[src/rtl/uart_pkg.sv]
// Shared types for the UART receive path.
//   rx_state_t : receiver FSM states
//   PAR_EVEN / PAR_ODD : parity-mode encodings for the PARITY_ODD parameter
package uart_pkg;

  typedef enum logic [2:0] {
    IDLE,
    START,
    DATA,
    PARITY,
    STOP
  } rx_state_t;

  localparam int PAR_EVEN = 0;
  localparam int PAR_ODD  = 1;

endpackage

[src/rtl/sync_fifo.sv]
// Single-clock FIFO with show-ahead head output.
//   clk, rst_n : clock, asynchronous active-low reset (empties the FIFO)
//   push, wdata: write request and data; accepted when not full or when a pop
//                happens in the same cycle
//   pop        : advance the head; ignored while empty
//   rdata      : head entry, forced to 0 while empty
//   full, empty, count : occupancy status
module sync_fifo #(
  parameter int WIDTH = 10,
  parameter int DEPTH = 8
) (
  input  logic                   clk,
  input  logic                   rst_n,
  input  logic                   push,
  input  logic [WIDTH-1:0]       wdata,
  input  logic                   pop,
  output logic [WIDTH-1:0]       rdata,
  output logic                   full,
  output logic                   empty,
  output logic [$clog2(DEPTH):0] count
);

  localparam int            AW       = $clog2(DEPTH);
  localparam logic [AW:0]   FULL_CNT = (AW+1)'(DEPTH);

  logic [WIDTH-1:0] mem [DEPTH];
  logic [AW-1:0]    wr_ptr;
  logic [AW-1:0]    rd_ptr;
  logic             do_push;
  logic             do_pop;

  assign empty   = (count == '0);
  assign full    = (count == FULL_CNT);
  assign do_pop  = pop & ~empty;
  // A pop in the same cycle frees the slot the push needs.
  assign do_push = push & (~full | do_pop);
  assign rdata   = empty ? '0 : mem[rd_ptr];

  // NOTE: sequential state uses non-blocking assignments so every flop
  // samples pre-edge values regardless of statement order.
  always_ff @(posedge clk or negedge rst_n) begin
    if (!rst_n) begin
      wr_ptr <= '0;
      rd_ptr <= '0;
      count  <= '0;
    end else begin
      if (do_push) wr_ptr <= wr_ptr + 1'b1;
      if (do_pop)  rd_ptr <= rd_ptr + 1'b1;
      if (do_push != do_pop) count <= do_push ? count + 1'b1 : count - 1'b1;
    end
  end

  // NOTE: storage is deliberately not reset; empty/count gate its contents,
  // and leaving it reset-free lets it map onto RAM.
  always_ff @(posedge clk) begin
    if (do_push) mem[wr_ptr] <= wdata;
  end

endmodule

[src/rtl/uart_rx_fifo.sv]
// Oversampling UART receiver feeding a show-ahead FIFO.
//   clk, rst_n   : system clock, asynchronous active-low reset
//   baud_tick    : OVERSAMPLE pulses per bit period; all sampling happens on it
//   rx_enable    : receiver enable; dropping it aborts a frame in progress
//   rx           : asynchronous serial input, idles high
//   rx_data, rx_perr, rx_ferr, rx_valid, rx_ready : FIFO head and handshake
//   fifo_count   : entries held
//   overrun      : sticky frame-dropped flag, cleared by overrun_clr
//   break_det    : one-clk pulse when an all-zero frame with a framing error ends
module uart_rx_fifo
  import uart_pkg::*;
#(
  parameter int DATA_BITS  = 8,
  parameter int OVERSAMPLE = 16,
  parameter int STOP_BITS  = 1,
  parameter int PARITY_EN  = 0,
  parameter int PARITY_ODD = 0,
  parameter int FIFO_DEPTH = 8
) (
  input  logic                        clk,
  input  logic                        rst_n,
  input  logic                        baud_tick,
  input  logic                        rx_enable,
  input  logic                        rx,
  output logic [DATA_BITS-1:0]        rx_data,
  output logic                        rx_perr,
  output logic                        rx_ferr,
  output logic                        rx_valid,
  input  logic                        rx_ready,
  output logic [$clog2(FIFO_DEPTH):0] fifo_count,
  output logic                        overrun,
  input  logic                        overrun_clr,
  output logic                        break_det
);

  localparam int             TW        = $clog2(OVERSAMPLE);
  localparam int             BW        = $clog2(DATA_BITS);
  localparam int             W         = DATA_BITS + 2;
  localparam logic [TW-1:0]  TICK_HALF = TW'(OVERSAMPLE/2 - 1);
  localparam logic [TW-1:0]  TICK_LAST = TW'(OVERSAMPLE - 1);
  localparam logic [BW-1:0]  DATA_LAST = BW'(DATA_BITS - 1);
  localparam logic [BW-1:0]  STOP_LAST = BW'(STOP_BITS - 1);

  logic                 rx_meta, rx_s;
  rx_state_t            state, state_n;
  logic [TW-1:0]        tick_cnt, tick_n;
  logic [BW-1:0]        bit_cnt, bit_n;
  logic [DATA_BITS-1:0] shreg, shreg_n;
  logic                 perr, perr_n;
  logic                 ferr, ferr_n;
  logic                 armed, armed_n;
  logic                 frame_done;
  logic                 frame_ferr;
  logic                 fifo_full, fifo_empty;
  logic [W-1:0]         head;

  // Two-flop synchroniser; resets to the idle line level.
  always_ff @(posedge clk or negedge rst_n) begin
    if (!rst_n) begin
      rx_meta <= 1'b1;
      rx_s    <= 1'b1;
    end else begin
      rx_meta <= rx;
      rx_s    <= rx_meta;
    end
  end

  always_ff @(posedge clk or negedge rst_n) begin
    if (!rst_n) begin
      state    <= IDLE;
      tick_cnt <= '0;
      bit_cnt  <= '0;
      shreg    <= '0;
      perr     <= 1'b0;
      ferr     <= 1'b0;
      armed    <= 1'b0;
    end else begin
      state    <= state_n;
      tick_cnt <= tick_n;
      bit_cnt  <= bit_n;
      shreg    <= shreg_n;
      perr     <= perr_n;
      ferr     <= ferr_n;
      armed    <= armed_n;
    end
  end

  // Framing error includes the stop sample being taken this tick.
  assign frame_ferr = ferr | ~rx_s;

  always_comb begin
    // NOTE: every output of this block gets a default first, so no path
    // leaves a variable unassigned and no latch is inferred.
    state_n    = state;
    tick_n     = tick_cnt;
    bit_n      = bit_cnt;
    shreg_n    = shreg;
    perr_n     = perr;
    ferr_n     = ferr;
    armed_n    = armed;
    frame_done = 1'b0;

    if (state != IDLE && !rx_enable) begin
      state_n = IDLE;
      tick_n  = '0;
      bit_n   = '0;
      perr_n  = 1'b0;
      ferr_n  = 1'b0;
      armed_n = 1'b0;
    end else if (baud_tick) begin
      unique case (state)
        IDLE: begin
          // A start bit is only accepted once the line has been seen high,
          // so a held break does not retrigger.
          if (rx_s) begin
            armed_n = 1'b1;
          end else if (armed && rx_enable) begin
            state_n = START;
            tick_n  = '0;
          end
        end
        START: begin
          if (tick_cnt == TICK_HALF) begin
            if (rx_s) begin
              state_n = IDLE;
            end else begin
              state_n = DATA;
              tick_n  = '0;
              bit_n   = '0;
              perr_n  = 1'b0;
              ferr_n  = 1'b0;
            end
          end else begin
            tick_n = tick_cnt + 1'b1;
          end
        end
        DATA: begin
          if (tick_cnt == TICK_LAST) begin
            tick_n  = '0;
            shreg_n = {rx_s, shreg[DATA_BITS-1:1]};
            if (bit_cnt == DATA_LAST) begin
              bit_n   = '0;
              state_n = (PARITY_EN != 0) ? PARITY : STOP;
            end else begin
              bit_n = bit_cnt + 1'b1;
            end
          end else begin
            tick_n = tick_cnt + 1'b1;
          end
        end
        PARITY: begin
          if (tick_cnt == TICK_LAST) begin
            tick_n  = '0;
            perr_n  = ((^shreg) ^ rx_s) != (PARITY_ODD == PAR_ODD);
            state_n = STOP;
          end else begin
            tick_n = tick_cnt + 1'b1;
          end
        end
        STOP: begin
          if (tick_cnt == TICK_LAST) begin
            tick_n = '0;
            ferr_n = frame_ferr;
            if (bit_cnt == STOP_LAST) begin
              bit_n      = '0;
              frame_done = 1'b1;
              armed_n    = 1'b0;
              state_n    = IDLE;
            end else begin
              bit_n = bit_cnt + 1'b1;
            end
          end else begin
            tick_n = tick_cnt + 1'b1;
          end
        end
        default: state_n = IDLE;
      endcase
    end
  end

  // Overrun set wins over clear; the drop condition mirrors the FIFO's
  // acceptance rule (a same-cycle pop makes room).
  always_ff @(posedge clk or negedge rst_n) begin
    if (!rst_n) begin
      overrun   <= 1'b0;
      break_det <= 1'b0;
    end else begin
      if (frame_done && fifo_full && !(rx_ready && !fifo_empty)) overrun <= 1'b1;
      else if (overrun_clr)                                     overrun <= 1'b0;
      break_det <= frame_done && (shreg == '0) && frame_ferr;
    end
  end

  sync_fifo #(
    .WIDTH (W),
    .DEPTH (FIFO_DEPTH)
  ) u_fifo (
    .clk   (clk),
    .rst_n (rst_n),
    .push  (frame_done),
    .wdata ({frame_ferr, perr, shreg}),
    .pop   (rx_ready),
    .rdata (head),
    .full  (fifo_full),
    .empty (fifo_empty),
    .count (fifo_count)
  );

  assign rx_data  = head[DATA_BITS-1:0];
  assign rx_perr  = head[DATA_BITS];
  assign rx_ferr  = head[DATA_BITS+1];
  assign rx_valid = ~fifo_empty;

endmodule

[config.mk]
export PLATFORM = sky130hd
export DESIGN_NAME = uart_rx_fifo
export DESIGN_NICKNAME = d
export VERILOG_FILES = /design/src/rtl/uart_pkg.sv /design/src/rtl/sync_fifo.sv /design/src/rtl/uart_rx_fifo.sv
export SDC_FILE = /design/constraint.sdc
export NUM_CORES = 1
export LEC_CHECK = 0
export BUFFER_PORTS_ARGS = -buffer_cell sky130_fd_sc_hd__buf_4
export CORE_ASPECT_RATIO = 0.9
export CORE_MARGIN = 5
export CORE_UTILIZATION = 32
export DETAILED_ROUTE_END_ITERATION = 8
export GPL_ROUTABILITY_DRIVEN = 0
export SLEW_MARGIN = 30
export SYNTH_ARGS = -nofsm -noshare
export SYNTH_HDL_FRONTEND = slang
export SYNTH_SLANG_ARGS = --single-unit
[constraint.sdc]
create_clock -name clk -period 4 [get_ports clk]
set_input_delay 0.6 -clock clk [delete_from_list [all_inputs] [get_ports clk]]
set_output_delay 0.6 -clock clk [all_outputs]
set_load 0.05 [all_outputs]
==> results.cfg, run 1 <==
[sta]
finalCriticalPeriod_ns = 3.160
setup_viol = 0
slew_headroom_pct = 51.65
finalSetupTns_ns = 0
clock_skew_ns = 0.007750
drv_slew = 0
fmax_mhz = 316.5
worst_slew_pin_slew_ns = 0.7253
grt_setup_unrepaired = no
finalHoldViolations = 0
finalCritPeriodShare_pct = 79.00

[logic_synthesis]
synth_top_area_share_pct = 45.75
synth_cells = 360
synthesis.area_um2 = 5251
synth_edf_count = 80
synthesis.nets = 380
yosys.cell_types.count = 64
syn_avg_cell_area_um2 = 14.59
yosysSeqAreaShare_pct = 62.47
async_flop_share_pct = 30.43
yosysWarnings = 0
synth_seq_cells = 115
ys.flop_type = edfxtp_1
synthTopCellsByArea = edfxtp_1 46%, dfrtp_1 16%, mux4_2 8.6%
synth_top_cell_by_area = edfxtp_1
synthTopCellsByCount = 80 x edfxtp_1, 33 x dfrtp_1, 30 x nor2_1
yosysMostFrequentCell = edfxtp_1

[routing]
wirelength_um = 10270
final_antenna_net_count = 0
wl_per_cell_um = 16.67
drtIter0Drc = 89
vias = 3060
viasPerCell = 4.968
drc = 0
drt-pass1-iter-count = 5

[floorplanning]
rows = 44
dieHeight_um = 131.5
die-area_um2 = 19080
start_util_pct = 32.56
die_w_um = 145.0
ios = 24
coreArea_um2 = 16130

[placement]
io_buffers = 23
placed_area_um2 = 5665
dp_hpwl_um = 6711

[final_layout]
diodes = 0
final_area_um2 = 6317
area_growth_pct = 20.30
nFillCells = 1470
layout-drive-gt1-share_pct = 26.41
multi_input_area_um2 = 1807
final_util_pct = 39.16
area.sequential_um2 = 3282
layout.nets = 416

[clocking]
cts_max_path_buffers = 2
cts_buffers = 17
clock_sinks = 115
clockRootBuffer = clkbuf_16
path_clk_slew_ns = 0.06
post_cts_buffers = 0
cts_tree = built
worstSkewPairLatency_ns = 0.40
h-tree-depth = 4
postCtsHoldBufs = 0
cts_resized = 0

[power_and_ir_drop]
p_leak_nw = 2.471
ir_drop_uv = 377.5
power.total_w = 0.004444
powerDensity_nw_per_um2 = 703.5

[worst_setup_path]
cp_data_arrival_time_ns = 3.48
required_ns = 4.32
critPathCaptureType = register
start_kind = register
crit_fanout = 17
path_class = register to register
r2r_slack_ns = 0.84

[grt]
grt_first_pass_wirelength_um = 16750
grt.total_usage_pct = 11.10
grt_max_degree = 36
antenna_found_initial = 0
grt_overflow = 0
grt_pass1_vias = 3177

[run]
cap_violations = 0

[outcome]
outcome = complete, no violations

[min_path]
hp-class = input port to async pin
[stage by stage]
step                setup WS (ns)  hold WS, ns  std cells
finish                     0.8400       0.1478        616
global route               0.6617       0.1775        616
CTS                        0.8744       0.1627        616
detailed placement         0.8591       0.3479        584
global placement           0.9171       0.3464        584
floorplan                   1.301       0.3044        360
[worst max-delay path, cell delays in order, from the launching register on]
cell	delay, ns
dfrtp_1	0.67
and4bb_4	0.35
and4_1	0.32
and2_1	0.34
inv_1	0.15
fa_1	0.40
xor2_1	0.25
nor3_1	0.06
or3_1	0.35
a22oi_1	0.16
[power by group]
part	leakage [nW]	switching, W	total [W]	internal [W]
Combinational	0.850	0.000696	0.00123	0.000531
Sequential	1.31	0.000206	0.00155	0.00135
Clock	0.310	0.000553	0.00166	0.00111
[registers in the layout (all words and copies together), names as in the netlist]
name / count
perr: 1
armed: 1
u_fifo.mem: 80
shreg: 8
ferr: 1
bit_cnt: 3
u_fifo.rd_ptr: 3
state: 3
u_fifo.count: 4
break_det: 1
u_fifo.wr_ptr: 3
overrun: 1
rx_s: 1
tick_cnt: 4
rx_meta: 1
[cell usage in the layout, fill, tap and decap left out, drive strengths merged, types with 5 or more instances in the layout]
cell / count
a21oi: 9
buf: 34
bufinv: 5
clkbuf: 17
dfrtp: 33
edfxtp: 80
ha: 12
inv: 22
mux2: 8
mux2i: 13
mux4: 20
nand2: 21
nand2b: 7
nand3: 8
nor2: 30
nor3: 6
o21ai: 17
xnor2: 8
[final timing paths]
path                                            from                           end  cells after the start
worst max-delay path            state[2]$_DFFE_PN0P_   u_fifo.count[2]$_DFFE_PN0P_                      9
worst min-delay path                           rst_n          state[2]$_DFFE_PN0P_                      1
worst max register to register  state[2]$_DFFE_PN0P_   u_fifo.count[2]$_DFFE_PN0P_                      9
worst min register to register     rx_meta$_DFF_PN1_                rx_s$_DFF_PN1_                      0
max in group asynchronous                      rst_n  u_fifo.rd_ptr[1]$_DFFE_PN0P_                      1
min in group clk                                  rx             rx_meta$_DFF_PN1_                      1
[area by class of cell]
class | count | area share [%]
Tap cell | 207 | 4.100
Timing Repair Buffer | 34 | 4.040
Clock buffer | 17 | 6.734
Multi-Input combinational cell | 211 | 28.60
Sequential cell | 115 | 51.95
Clock inverter | 15 | 3.565
Inverter | 17 | 1.010
[metal layers]
metal  vias up  track usage (%)  routed length (µm)
li1       1441                -                   -
met1      1547            14.49                4727
met2        65            17.67                5001
met3         7            3.891                 452
met4         0            2.981                  89
met5         -                0                   0
[cells by family after synthesis]
logic type	after synthesis	synth area share, %
mux	41	12.84
compound gates	48	6.410
fa+ha+maj	13	3.240
simple gates	98	10.08
flops	115	62.47
xor+xnor	11	1.835
buf+inv	34	3.121
Note: power is estimated with default switching activity, not from simulation.
==> inputs of run 2 (changes only) <==
Clock period 4 ns to 2.7 ns, I/O delays scaled along.
==> run 2 against run 1 <==
Net effect: flip-flop and latch count unchanged; register-to-register slack got worse by 0.67 ns; sequential share of layout area decreased by 0.48 points; routed wire length increased by 0.30%; hold slack got worse by 0.045 ns; via count increased by 2.0%; clock power increased by 31%; clock-buffer cell count unchanged; first-iteration DRC count increased to 2.7 times the previous value; sequential power increased by 40%; setup slack got worse by 0.67 ns; combinational power increased by 67%; highest routed layer unchanged.
==> results.cfg, run 2 (synthesis results as in run 1) <==
[clocking]
cts_tree = built
path_clk_slew_ns = 0.06
h-tree-depth = 4
post_cts_buffers = 0
cts_max_path_buffers = 2
worstSkewPairLatency_ns = 0.41
clockRootBuffer = clkbuf_16
cts_buffers = 17
clock_sinks = 115

[final_layout]
area_growth_pct = 21.42
largest_register_ffs = 80
final_cell_mix = 80 x edfxtp_1, 45 x buf_4, 32 x dfrtp_1
layout.nets = 429
diodes = 0
final_common_cell = edfxtp_1
final_util_pct = 39.53
layout-drive-gt1-share_pct = 28.91
largest_registers = u_fifo.mem (80), shreg (8)
regMostFlops = u_fifo.mem

[placement]
post-place-ws_ns = 0.04844
io_buffers = 23
dp_hpwl_um = 6851

[worst_setup_path]
crit_fanout = 6
start_kind = register
worstSetupStartpoint = tick_cnt[1]$_DFFE_PN0P_
cp_slowest_cell = dfrtp_1
worstPathCellList = ha_4 -> and3_4 -> and4_1 -> and2_1 -> inv_1 -> fa_1 -> xor2_1 -> nor3_1 -> or3_1 -> a22oi_1
critPathCaptureType = register
required_ns = 3.02
critPathMaxStageDelay_ns = 0.41
reg2reg_from = tick_cnt[1]$_DFFE_PN0P_
cp_data_arrival_time_ns = 2.86
path_class = register to register

[floorplanning]
coreArea_um2 = 16130
start_util_pct = 32.56
die_w_um = 145.0
die-area_um2 = 19080
dieHeight_um = 131.5
rows = 44
ios = 24

[power_and_ir_drop]
switchingPower_w = 0.002176
power.total_w = 0.006397
sequentialPowerShare_pct = 33.9
p_leak_nw = 2.511
power_frac_comb_pct = 32.1
ir_drop_uv = 705.0
powerDensity_nw_per_um2 = 1003
p_int_w = 0.004221
power_frac_clock_pct = 34.0
p_sw_share_pct = 34.01

[grt]
grt_pass1_vias = 3246
grt_max_degree = 36
grt_first_pass_wirelength_um = 17010
grt_overflow = 0
antenna_found_initial = 0
grt.total_usage_pct = 11.23

[routing]
viasPerCell = 4.962
drtIter0Drc = 238
vias = 3121
drt-pass1-iter-count = 4
wirelength_um = 10300
final_antenna_net_count = 0
wl_per_cell_um = 16.38
drc = 0

[sta]
fmax_mhz = 394.7
finalSetupTns_ns = 0
drv_slew = 0
grt_setup_unrepaired = no
finalHoldViolations = 0
finalCritPeriodShare_pct = 93.84
worst_slew_pin_slew_ns = 0.7395
slew_headroom_pct = 50.70
clock_skew_ns = 0.008451
finalCriticalPeriod_ns = 2.534
setup_viol = 0
worst_slack_ns = 0.1663

[min_path]
min_from = rx
hp-class = input port to register

[run]
cap_violations = 0

[outcome]
outcome = complete, no violations
-- run 2: timing repair --
| action | 4_1_cts | 5_1_grt |
|---|---|---|
| endpoints found under the setup margin | 0 | 2 |
| gates resized for setup | 0 | 4 |
| hold buffers | 1 | 0 |
| endpoints found under the hold margin | 33 | 0 |
-- run 2: final timing paths --
path | end | slack (ns) | cells past startpoint
setup / recovery | u_fifo.count[2]$_DFFE_PN0P_ | 0.17 | 10
min in group asynchronous | state[2]$_DFFE_PN0P_ | 0.49 | 2
max in group asynchronous | tick_cnt[0]$_DFFE_PN0P_ | 1.87 | 2
hold / removal | rx_meta$_DFF_PN1_ | 0.10 | 1
setup reg to reg | u_fifo.count[2]$_DFFE_PN0P_ | 0.17 | 10
hold reg to reg | rx_s$_DFF_PN1_ | 0.36 | 0
-- run 2: through the flow --
step | std cells | area, µm² | hold WS (ns)
global route | 629 | 6376 | 0.08504
finish | 629 | 6376 | 0.1025
global placement | 596 | 5768 | 0.3456
detailed placement | 596 | 5768 | 0.3496
floorplan | 360 | 5251 | 0.1094
CTS | 629 | 6359 | 0.08250
-- run 2: layout make-up --
cell class | instances | area, µm²
Fill cell | 1460 | 9754
Sequential cell | 115 | 3282
Multi-Input combinational cell | 211 | 1823
Clock buffer | 17 | 425.4
Timing Repair Buffer | 47 | 367.9
Tap cell | 207 | 259.0
Clock inverter | 15 | 155.1
Inverter | 17 | 63.81
-- run 2: critical path, delay by kind of cell, from the launching register on --
family	cells	cell delay, ns
and+or+nand+nor	5	1.02
AOI/OAI and AO/OA	1	0.17
xor gates and xnor gates	1	0.21
buffers and inverters	1	0.08
DFF	1	0.41
adders and majority gates	2	0.57
-- run 2: per-layer routing --
| layer | up-vias | track usage, % | part of all wire (%) |
|---|---|---|---|
| li1 | 1470 | - | - |
| met1 | 1571 | 14.42 | 46 |
| met2 | 68 | 17.98 | 49 |
| met3 | 12 | 3.581 | 4.2 |
| met4 | 0 | 3.923 | 1.2 |
| met5 | - | 0 | 0 |
-- run 2: power groups by stage --
stage	logic (W)	clock network, W	registers [W]
floorplan	0.00147	0	0.00224
global placement	0.00203	0	0.00219
detailed placement	0.00207	0	0.00220
CTS	0.00208	0.00223	0.00216
global route	0.00222	0.00233	0.00219
finish	0.00205	0.00217	0.00217
==> inputs of run 3 (changes only) <==
Settings changed: CORE_UTILIZATION 32 to 35, CTS_CLUSTER_SIZE set to 12.
Clock period 2.7 ns to 2.05 ns, I/O delays scaled along.
==> run 3 against run 2 <==
Net effect: the run now ends with setup timing left; utilization up 8.0 points; design area is 9.7% higher; hold slack worse by 0.021 ns; total power rose by 40%; via count up 4.8%; first-iteration DRC count decreased by 24%; non-clock buffer count up 36; sequential share of layout area shrank 4.5 points; sequential power increased by 28%; flip-flop and latch count is the same; clock-buffer cell count is the same; register-to-register slack got worse by 0.41 ns; critical path type is now register to output pin.
==> results.cfg, run 3 (synthesis results as in run 1) <==
[outcome]
outcome = finished, violations left
failed_checks = setup timing

[sta]
finalCriticalPeriod_ns = 2.294
setup_viol = 13
drv_slew = 0
fmax_mhz = 435.9
slew_headroom_pct = 65.53
grt_setup_unrepaired = yes
finalCritPeriodShare_pct = 111.9
clock_skew_ns = 0.01282
worst_slack_ns = -0.2441
finalHoldViolations = 0
finalHoldWorstSlack_ns = 0.08154
worst_slew_pin_slew_ns = 0.5117

[clocking]
h-tree-depth = 4
cts_max_path_buffers = 2
cts_buffers = 17
clockRootBuffer = clkbuf_16
worstSkewPairLatency_ns = 0.41
cts_tree = built
path_clk_slew_ns = 0.06
clock_sinks = 115

[routing]
final_antenna_net_count = 0
wirelength_um = 11160
drt-pass1-iter-count = 4
drtIter0Drc = 182
vias = 3272
wl_per_cell_um = 17.01
drc = 0
viasPerCell = 4.988

[final_layout]
final_cell_mix = 80 x edfxtp_1, 54 x buf_4, 30 x dfrtp_1
area_growth_pct = 33.14
regMostFlops = u_fifo.mem
layout-drive-gt1-share_pct = 41.92
multi_input_area_um2 = 2013
area.sequential_um2 = 3284
final_common_cell = edfxtp_1
layout.nets = 465
nFillCells = 1284
diodes = 0
final_area_um2 = 6992
largest_register_ffs = 80
largest_registers = u_fifo.mem (80), shreg (8)

[power_and_ir_drop]
p_leak_nw = 2.723
switchingPower_w = 0.003110
sequentialPowerShare_pct = 31.1
powerDensity_nw_per_um2 = 1280
p_sw_share_pct = 34.74
p_int_w = 0.005842
power_frac_clock_pct = 29.3
power_frac_comb_pct = 39.6
ir_drop_uv = 637.9

[floorplanning]
die_w_um = 139.1
die-area_um2 = 17560
rows = 42
dieHeight_um = 126.2
start_util_pct = 35.69
ios = 24
coreArea_um2 = 14710

[min_path]
hp-class = input port to register

[worst_setup_path]
critPathMaxStageDelay_ns = 0.49
start_kind = register
required_ns = 1.74
path_class = register to output pin
cp_slowest_cell = mux4_2
critPathCaptureType = output pin
worstPathCellList = buf_12 -> clkbuf_16 -> mux4_2 -> mux2i_1 -> nor2_2 -> buf_6
crit_fanout = 5
cp_data_arrival_time_ns = 1.99

[grt]
grt_pass1_vias = 3417
grt_max_degree = 36
grt.total_usage_pct = 13.22
grt_overflow = 0
antenna_found_initial = 0
grt_first_pass_wirelength_um = 18150

[placement]
placed_area_um2 = 6205
io_buffers = 23
dp_hpwl_um = 7259

[run]
cap_violations = 0
-- run 3: power by group through the flow --
stage	logic [W]	registers [W]	clock network (W)
floorplan	0.00203	0.00297	0
global placement	0.00310	0.00280	0
detailed placement	0.00317	0.00281	0
CTS	0.00338	0.00277	0.00267
global route	0.00381	0.00280	0.00280
finish	0.00355	0.00278	0.00262
-- run 3: routing by layer --
metal | track usage [%] | part of all wire, %
met5 | 0 | 0
met4 | 3.682 | 0.56
met3 | 3.677 | 4.1
met2 | 21.82 | 50
met1 | 17.24 | 45
-- run 3: worst max-delay path: cells and delay by family (launching register included) --
| kind | cells | cell delay [ns] |
|---|---|---|
| buf+inv | 3 | 0.42 |
| mux | 2 | 0.68 |
| simple gates | 1 | 0.05 |
| flops | 1 | 0.42 |
-- run 3: worst paths after layout --
check	startpoint	endpoint	slack, ns	cells after the start
max	u_fifo.rd_ptr[0]$_DFFE_PN0P_	rx_ferr	-0.24	6
min	overrun_clr	overrun$_DFFE_PN0P_	0.08	2
max reg2reg	tick_cnt[1]$_DFFE_PN0P_	u_fifo.count[2]$_DFFE_PN0P_	-0.24	10
min reg2reg	rx_meta$_DFF_PN1_	rx_s$_DFF_PN1_	0.36	0
max in group asynchronous	rst_n	u_fifo.rd_ptr[0]$_DFFE_PN0P_	1.30	2
min in group asynchronous	rst_n	tick_cnt[0]$_DFFE_PN0P_	0.39	2
-- run 3: area by class of cell --
| cell class | count | share of cell area (%) |
|---|---|---|
| multi-input combinational | 211 | 28.79 |
| clock buffer | 17 | 6.084 |
| tap | 198 | 3.543 |
| sequential | 115 | 46.98 |
| clock inverter | 15 | 1.539 |
| timing repair buffer | 83 | 12.12 |
| inverter | 17 | 0.9485 |
-- run 3: through the flow --
stage | setup TNS, ns | std cells | utilization, % | worst slack (ns) | total power, W
2_1_floorplan | -4.856 | 360 | - | -0.4702 | 0.005008
3_3_place_gp | -0.3832 | 612 | 42.17 | -0.2026 | 0.005909
3_5_place_dp | -1.735 | 612 | 42.17 | -0.3013 | 0.005985
4_1_cts | -3.045 | 650 | 46.68 | -0.2697 | 0.008825
5_1_grt | -4.140 | 656 | 47.52 | -0.3210 | 0.009416
6_report | -2.597 | 656 | 47.52 | -0.2441 | 0.008952
-- run 3: what timing repair did --
action                                  in CTS  in global routing
setup buffers                                3                  5
pin swaps                                    5                  6
resized for setup                           23                 10
hold buffers                                 2                  0
hold endpoints to repair                    34                  0
endpoints found under the setup margin      59                 46
gates cloned                                 1                  2
